## config.mk

```make
export PLATFORM = sky130hd
export DESIGN_NAME = aes_sched
export DESIGN_NICKNAME = d
export VERILOG_FILES = /design/src/rtl/aes_sched_pkg.sv /design/src/rtl/aes_sched_rr_arbiter.sv /design/src/rtl/aes_sched.sv
export SDC_FILE = /design/constraint.sdc
export NUM_CORES = 1
export LEC_CHECK = 0
export ABC_AREA = 0
export BUFFER_PORTS_ARGS = -buffer_cell sky130_fd_sc_hd__buf_2
export CORE_AREA = 5 5 255 257
export DETAILED_ROUTE_END_ITERATION = 6
export DIE_AREA = 0 0 260 262
export PLACE_DENSITY = 0.35
export SETUP_SLACK_MARGIN = 0.1
export SLEW_MARGIN = 30
export SYNTH_ARGS = -nofsm -noshare
export SYNTH_HDL_FRONTEND = slang
export SYNTH_SLANG_ARGS = --single-unit
export TNS_END_PERCENT = 10
```

## constraint.sdc

```tcl
create_clock -name clk_in -period 2.5 [get_ports clk_in]
set_input_delay 0.125 -clock clk_in [delete_from_list [all_inputs] [get_ports clk_in]]
set_output_delay 0.125 -clock clk_in [all_outputs]
set_load 0.02 [all_outputs]
```

## src/rtl/aes_sched_pkg.sv

```systemverilog
// Shared AES definitions: scheduler FSM states, mode constants and block width.
package aes_sched_pkg;

  localparam int unsigned DATA_W = 128;

  localparam logic ENCRYPT = 1'b1;
  localparam logic DECRYPT = 1'b0;

  typedef enum logic [1:0] {
    IDLE   = 2'd0,
    LAUNCH = 2'd1,
    WAIT   = 2'd2,
    RESP   = 2'd3
  } state_t;

endpackage

```

## src/rtl/aes_sched_rr_arbiter.sv

```systemverilog
// Round-robin winner selection: first requester at or above ptr, wrapping.
module rr_arbiter #(
  parameter int unsigned NUM_REQ = 2
) (
  input  logic [NUM_REQ-1:0]         req,
  input  logic [$clog2(NUM_REQ)-1:0] ptr,
  output logic [NUM_REQ-1:0]         grant,
  output logic [$clog2(NUM_REQ)-1:0] idx
);

  localparam int unsigned IW = $clog2(NUM_REQ);

  // Scan farthest offset first so the closest requester to ptr wins last.
  always_comb begin
    int unsigned j;
    grant = '0;
    idx   = '0;
    j     = 0;
    for (int unsigned k = 0; k < NUM_REQ; k++) begin
      j = (32'(ptr) + (NUM_REQ - 1 - k)) % NUM_REQ;
      if (req[IW'(j)]) begin
        grant         = '0;
        grant[IW'(j)] = 1'b1;
        idx           = IW'(j);
      end
    end
  end

endmodule

```

## src/rtl/aes_sched.sv

```systemverilog
// Round-robin scheduler sharing one AES core among NUM_REQ requesters.
// Optional WAIT watchdog enabled by defining AES_SCHED_TIMEOUT_EN.
module aes_sched
  import aes_sched_pkg::*;
#(
  parameter int unsigned NUM_REQ        = 2,
  parameter int unsigned TIMEOUT_CYCLES = 64
) (
  input  logic                         clk_in,
  input  logic                         rst_in,
  input  logic [NUM_REQ-1:0]           req_valid_in,
  output logic [NUM_REQ-1:0]           req_ready_out,
  input  logic [NUM_REQ-1:0]           req_mode_in,
  input  logic [NUM_REQ*128-1:0]       req_data_in,
  output logic [NUM_REQ-1:0]           resp_valid_out,
  input  logic [NUM_REQ-1:0]           resp_ready_in,
  output logic [127:0]                 resp_data_out,
  output logic                         resp_err_out,
  output logic                         core_init_out,
  output logic                         core_mode_out,
  output logic [127:0]                 core_data_out,
  input  logic                         core_valid_in,
  input  logic [127:0]                 core_data_in,
  output logic                         busy_out,
  output logic [$clog2(NUM_REQ)-1:0]   grant_id_out
);

  localparam int unsigned IW = $clog2(NUM_REQ);

  if (NUM_REQ < 2 || NUM_REQ > 8 || TIMEOUT_CYCLES < 1) begin : g_cfg_err
    $error("aes_sched: illegal NUM_REQ or TIMEOUT_CYCLES");
  end

  state_t            state_q, state_d;
  logic [IW-1:0]     rr_ptr_q, id_q, arb_idx, next_ptr;
  logic [NUM_REQ-1:0] arb_grant;
  logic [DATA_W-1:0] data_q, result_q, sel_data;
  logic              mode_q, accept, resp_done, timeout_hit;

  rr_arbiter #(.NUM_REQ(NUM_REQ)) u_arb (
    .req   (req_valid_in),
    .ptr   (rr_ptr_q),
    .grant (arb_grant),
    .idx   (arb_idx)
  );

  // Ready is only offered in IDLE and never while reset is held.
  assign req_ready_out  = (state_q == IDLE && rst_in) ? arb_grant : '0;
  assign accept         = |(req_ready_out & req_valid_in);
  assign resp_done      = (state_q == RESP) && resp_ready_in[id_q];
  assign next_ptr       = (arb_idx == IW'(NUM_REQ - 1)) ? '0 : arb_idx + 1'b1;

  assign resp_valid_out = (state_q == RESP) ? (NUM_REQ'(1) << id_q) : '0;
  assign resp_data_out  = result_q;
  assign core_init_out  = (state_q == LAUNCH);
  assign core_mode_out  = mode_q;
  assign core_data_out  = data_q;
  assign busy_out       = (state_q != IDLE);
  assign grant_id_out   = (state_q == IDLE) ? rr_ptr_q : id_q;

  always_comb begin
    sel_data = '0;
    for (int unsigned i = 0; i < NUM_REQ; i++) begin
      if (arb_idx == IW'(i)) sel_data = req_data_in[i*DATA_W +: DATA_W];
    end
  end

`ifdef AES_SCHED_TIMEOUT_EN
  localparam int unsigned CW = $clog2(TIMEOUT_CYCLES + 1);

  logic [CW-1:0] tmo_cnt_q;
  logic          err_q;

  assign timeout_hit  = (state_q == WAIT) && (tmo_cnt_q == CW'(TIMEOUT_CYCLES - 1));
  assign resp_err_out = err_q;

  // Watchdog counts WAIT cycles; a core result on the limit cycle still wins.
  always_ff @(posedge clk_in or negedge rst_in) begin
    if (!rst_in) begin
      tmo_cnt_q <= '0;
      err_q     <= 1'b0;
    end else begin
      if (state_q == LAUNCH)    tmo_cnt_q <= '0;
      else if (state_q == WAIT) tmo_cnt_q <= tmo_cnt_q + 1'b1;
      if (accept)                                    err_q <= 1'b0;
      else if (timeout_hit && !core_valid_in)        err_q <= 1'b1;
    end
  end
`else
  assign timeout_hit  = 1'b0;
  assign resp_err_out = 1'b0;
`endif

  always_ff @(posedge clk_in or negedge rst_in) begin
    if (!rst_in) state_q <= IDLE;
    else         state_q <= state_d;
  end

  always_comb begin
    state_d = state_q;
    case (state_q)
      IDLE:    if (accept) state_d = LAUNCH;
      LAUNCH:  state_d = WAIT;
      WAIT:    if (core_valid_in || timeout_hit) state_d = RESP;
      RESP:    if (resp_done) state_d = IDLE;
      default: state_d = IDLE;
    endcase
  end

  // Request latch and result register; core results outside WAIT are dropped.
  always_ff @(posedge clk_in or negedge rst_in) begin
    if (!rst_in) begin
      rr_ptr_q <= '0;
      id_q     <= '0;
      data_q   <= '0;
      mode_q   <= DECRYPT;
      result_q <= '0;
    end else begin
      if (accept) begin
        data_q   <= sel_data;
        mode_q   <= (req_mode_in[arb_idx] == ENCRYPT) ? ENCRYPT : DECRYPT;
        id_q     <= arb_idx;
        rr_ptr_q <= next_ptr;
      end
      if (state_q == WAIT) begin
        if (core_valid_in)    result_q <= core_data_in;
        else if (timeout_hit) result_q <= '0;
      end
    end
  end

endmodule

```

==> impl_metrics.tcl, run 1 <==
set metrics [dict create \
    viasPerCell 3.96 \
    status "finished, final reports clean" \
    tns_ps 0 \
    synth-compound-area-share 0.129 \
    synth_largest_area_cell "dfrtp_1" \
    gp_congestion 0.775 \
    synth-simple-area-share 0.0929 \
    critical_path_arrival_ps 2110 \
    power_density_nw_per_um2 1140 \
    ant_nets 0 \
    syn_area_per_cell_um2 13.4 \
    grt_pass1_vias 11800 \
    end_kind "output port" \
    fin_crit_ps 2230 \
    synth_xor_area_frac 0 \
    finalCritPeriodShare 0.894 \
    layout-drive-gt1-share 0.466 \
    cpMaxStageDelayCell "dfrtp_1" \
    synthesis.area_um2 10800 \
    syn_to_final_growth_pct 87.9 \
    setup_viol 0 \
    rsz0062_at_grt "no" \
    slew_viol_final 0 \
    nets 2245 \
    final_cells 2722 \
    cts_root_buf "clkbuf_16" \
    max-cap-violations 0 \
    vdd_drop_max_mv 0.446 \
    synthAdderAreaFrac 0.00580 \
    hold_class "input port to flop" \
    die-height_um 262 \
    fmax_ghz 0.448 \
    tightest_slew_ps 735 \
    dp_hpwl_um 35600 \
    maxSlewHeadroom 0.510 \
    crit_fanout 29 \
    syn-num-nets 1201 \
    crit_required_ps 2380 \
    dp_cells 2266 \
    hold_ws_ps 89.8 \
    max_stage_delay_ps 400 \
    synth_mux_area_frac 0.136 \
    ys_seq_area_frac 0.605 \
    clk_path_buf_depth 3 \
    cts_tree "done" \
    hold_violations 0 \
    drtIter0Drc 387 \
    core_area_um2 62500 \
    synth_top_area_share 0.605 \
    numClockSinks 261 \
    yosys_warnings 0 \
    grtUsageTotal 0.136 \
    crit_path_start_kind "flop" \
    io_buffers 656 \
    cellLeakagePower_uw 0.00956 \
    path_cells "inv_1 -> ha_2 -> nand2_1 -> nor3_4 -> buf_12 -> buf_2" \
    ios 658 \
    initial_core_util 0.173 \
    fp-row-count 92 \
    final_cell_mix "buf_2, dlygate4sd3_1, dfrtp_1" \
    h-tree-depth 2 \
    final_core_util 0.324 \
    overflow 0 \
    wl_per_cell_um 18.1 \
    route.detailed.drc 0 \
    layout_commonest_cell "buf_2" \
    grt_max_degree 125 \
    synth_top_family_by_area "multiplexers" \
    met1_usage 0.155 \
    wl_um 49200 \
    die_area_um2 68100 \
    synth_seq_cells 261 \
    die_x_um 260 \
    synth_area_leaders "dfrtp_1, mux2_2, a221o_1, and2_0, nand3b_1" \
    postSynthCellCount 803 \
    vias 10800 \
    clkTransAtPathRegs_ps 50 \
    grt_use_met3 0.0346 \
    dr.pass1.iters 5 \
    grt_pass1_wl_um 72300 \
    path_class "flop to output port" \
    clk_latency_ps 530 \
    grt-busiest-layer "met2" \
    grt_use_met2 0.251 \
    grt_antenna_before_repair 3 \
    ys_types 29 \
    fin_skew_ps 9.75 \
    cts_buffers 36 \
]
## stage by stage
stage / total power (uW) / setup slack (ps) / instance area, um^2
6_report: 23100 / 266 / 20300
5_1_grt: 24500 / 107 / 20300
4_1_cts: 23500 / 77.9 / 20300
3_5_place_dp: 17300 / 328 / 15200
3_3_place_gp: 17300 / 413 / 15200
2_1_floorplan: 13300 / 769 / 10800
## repair_timing
item / 4_1_cts / 5_1_grt
cloned: 0 / 0
endpoints found under the setup margin: 2 / 18
setup buffers: 1 / 0
pin swaps: 0 / 0
hold buffers: 388 / 0
endpoints found under the hold margin: 394 / 0
resized for setup: 0 / 2
## worst max-delay path, delay by kind of cell, from the launching register on
family                   cells  cell delay [ps]
AND/OR/NAND/NOR              2              320
flip-flops                   1              400
buffers and inverters        3              550
adder cells (fa/ha/maj)      1              290
## cell families (layout without fill, tap and decap cells)
family          count (synthesis)  after routing
simple gates                  167            167
flops                         261            261
compound gates                165            165
buf+inv                        73           1144
other cells                     1              3
fa+ha+maj                       5              5
mux                           131            131
## path summary, 6_finish.rpt
kind | slack (ps) | start | depth (start not counted) | endpoint
min in group asynchronous | 330 | rst_in | 3 | core_data_out[48]
max in group asynchronous | 1080 | rst_in | 4 | core_data_out[98]
max | 270 | state_q[0] | 6 | req_ready_out[1]
min | 90 | core_valid_in | 4 | state_q[0]
max reg2reg | 340 | state_q[0] | 7 | core_data_out[78]
min reg2reg | 500 | resp_data_out[83] | 1 | resp_data_out[83]
## where the power goes
part	internal [uW]	switching [uW]	total (uW)
sequential	6310	1040	7350
combinational	4670	5930	10600
clock	3080	2070	5150
total	14100	9040	23100
## final cells by class
class | count | area [um^2]
clock buffers | 54 | 1030
multi-input cells | 469 | 3970
diodes | 2 | 5.00
clock inverters | 11 | 143
fillers | 6432 | 42200
inverters | 6 | 22.5
well taps | 846 | 1060
repair buffers | 1073 | 7520
flip-flops and latches | 261 | 6530
## flip-flops by register name, summed over array words and instances (netlist names)
register       count
resp_data_out    128
rr_ptr_q           1
core_mode_out      1
id_q               1
state_q            2
core_data_out    128
## cell usage after synthesis
library cell and count:
a21oi_2 1, a221o_1 101, a221oi_2 1, a31oi_1 28, and2_0 101, and2_1 1, buf_1 5, buf_2 34
buf_4 2, clkbuf_1 26, conb_1 1, dfrtp_1 261, ha_1 5, inv_1 5, inv_2 1, mux2_1 1
mux2_2 128, mux2i_1 2, nand2_1 3, nand3_1 1, nand3b_1 28, nor2_1 29, nor2b_1 3, nor3_2 1
o211a_1 1, o211ai_1 1, o21ai_0 9, o21ai_1 21, o21bai_1 2
## per-layer routing
metal / share of wire / vias up
met2: 0.53 / 400
met3: 0.070 / 68
met5: 0 / -
met1: 0.38 / 5275
met4: 0.024 / 0
li1: - / 5047
Note: power is estimated with default switching activity, not from simulation.
==> inputs of run 2 (changes only) <==
--- a/config.mk
+++ b/config.mk
@@ -10,7 +10,7 @@
 export CORE_AREA = 5 5 255 257
 export DETAILED_ROUTE_END_ITERATION = 6
 export DIE_AREA = 0 0 260 262
-export PLACE_DENSITY = 0.35
+export PLACE_DENSITY = 0.36
 export SETUP_SLACK_MARGIN = 0.1
 export SLEW_MARGIN = 30
 export SYNTH_ARGS = -nofsm -noshare
==> run 2 against run 1 <==
Final cell count is 0.62% lower. Global-route usage about the same. Sequential power is essentially flat. Routed wire length is 0.32% lower. Combinational power about the same. Maximum frequency grew 1.7%. Flip-flop and latch count unchanged. Setup slack improved by 37 ps. Power fell by 1.7%. Critical path depth stayed put.
==> impl_metrics.tcl, run 2 (synthesis gave the netlist of run 1 again) <==
set metrics [dict create \
    status "finished, final reports clean" \
    crit_path_start_kind "flop" \
    clkTransAtPathRegs_ps 60 \
    fp-row-count 92 \
    hold_class "input port to flop" \
    regToRegSetupSlack_ps 380 \
    tns_ps 0 \
    rr_worst_depth 7 \
    critical_path_buf_inv_count 3 \
    die_x_um 260 \
    core_area_um2 62500 \
    cts_root_buf "clkbuf_16" \
    syn_to_final_growth_pct 86.8 \
    hold_violations 0 \
    cpMaxStageDelayCell "dfrtp_1" \
    power_density_nw_per_um2 1130 \
    tightest_slew_ps 836 \
    slew_viol_final 0 \
    finalCritPeriodShare 0.879 \
    clk_latency_ps 540 \
    rsz0062_at_grt "no" \
    dp_hpwl_um 33400 \
    fmax_ghz 0.455 \
    ant_nets 0 \
    gp_congestion 0.761 \
    worstReg2RegStart "state_q[0]" \
    ios 658 \
    grt_pass1_vias 11800 \
    die-height_um 262 \
    end_kind "output port" \
    grtUsageTotal 0.136 \
    critical_path_arrival_ps 2070 \
    h-tree-depth 2 \
    whs_path_depth 4 \
    grt_max_degree 148 \
    overflow 0 \
    initial_core_util 0.173 \
    cellLeakagePower_uw 0.00948 \
    numClockSinks 261 \
    io_buffers 656 \
    cts_buffers 34 \
    pre_cts_ws_ps 399 \
    maxSlewHeadroom 0.443 \
    final_cell_mix "buf_2, dlygate4sd3_1, dfrtp_1" \
    dr.pass1.iters 4 \
    path_class "flop to output port" \
    layout_commonest_cell "buf_2" \
    grt_pass1_wl_um 72300 \
    wl_per_cell_um 18.1 \
    layout-drive-gt1-share 0.462 \
    min_to "state_q[0]" \
    setup_viol 0 \
    drtIter0Drc 348 \
    crit_required_ps 2380 \
    wl_um 49100 \
    max-cap-violations 0 \
    layout_setup_ws_ps 304 \
    vdd_drop_max_mv 0.495 \
    max_stage_delay_ps 400 \
    fin_crit_ps 2200 \
    fin_skew_ps 14.4 \
    nets 2233 \
    cts_tree "done" \
    crit_fanout 26 \
    hp-start "core_valid_in" \
    vias 10800 \
    path_cells "inv_1 -> ha_4 -> nand3_1 -> a21oi_4 -> buf_16 -> buf_2" \
    viasPerCell 3.98 \
    clk_path_buf_depth 3 \
    rr_endpoint "core_mode_out" \
    route.detailed.drc 0 \
    die_area_um2 68100 \
    grt_antenna_before_repair 3 \
    cpLargestDelayFamily "buffers and inverters" \
]
run 2: worst max path at each step:
stage / start / end / cells after the start
after floorplan: state_q[0] / core_data_out[68] / 7
after global placement: state_q[0] / req_ready_out[0] / 6
after detailed placement: state_q[0] / core_data_out[110] / 7
after CTS: state_q[0] / req_ready_out[0] / 6
after global routing: state_q[0] / req_ready_out[0] / 6
final: state_q[0] / req_ready_out[0] / 6
run 2: worst register-to-register path: cells and delay by family (launching register included):
| kind | cells | cell delay [ps] |
|---|---|---|
| buf+inv | 3 | 990 |
| flops | 1 | 400 |
| simple gates | 1 | 100 |
| compound gates | 2 | 340 |
| fa+ha+maj | 1 | 220 |
run 2: area by class of cell:
cell class	count	area, um^2
antenna	3	7.51
clock buffer	50	971
clock inverter	7	82.6
fill	6408	42400
inverter	6	22.5
multi-input combinational	469	3980
sequential	261	6530
tap	846	1060
timing repair buffer	1063	7500
run 2: repair_timing:
action                                  4_1_cts  5_1_grt
hold buffers                                388        0
endpoints found under the hold margin       518        0
gates resized for setup                       2        1
buffers inserted                              1        0
endpoints found under the setup margin        2        2
cloned                                        2        0
run 2: report_power, final:
| part | internal (uW) | switching, uW | total [uW] |
|---|---|---|---|
| clock network | 2800 | 1930 | 4730 |
| logic | 4690 | 5940 | 10600 |
| registers | 6310 | 1040 | 7350 |
| total | 13800 | 8920 | 22700 |
run 2: stage by stage:
| step | std cells | instance area (um^2) | hold WS (ps) | util | total power [uW] |
|---|---|---|---|---|---|
| after floorplan | 803 | 10800 | -171 | - | 13300 |
| after global placement | 2254 | 15100 | -26.8 | 0.242 | 17200 |
| after detailed placement | 2254 | 15100 | -25.0 | 0.242 | 17200 |
| after CTS | 2702 | 20100 | 40.3 | 0.322 | 23100 |
| after global routing | 2703 | 20100 | 73.7 | 0.322 | 24100 |
| final | 2705 | 20200 | 84.9 | 0.322 | 22700 |
run 2: metal layers:
metal / wire (um) / GRT usage / share of wire / vias to the layer above
met5: 0 / 0 / 0 / -
met4: 1340 / 0.0442 / 0.027 / 0
met3: 3220 / 0.0313 / 0.066 / 78
met2: 26000 / 0.254 / 0.53 / 405
met1: 18600 / 0.153 / 0.38 / 5260
li1: - / - / - / 5036
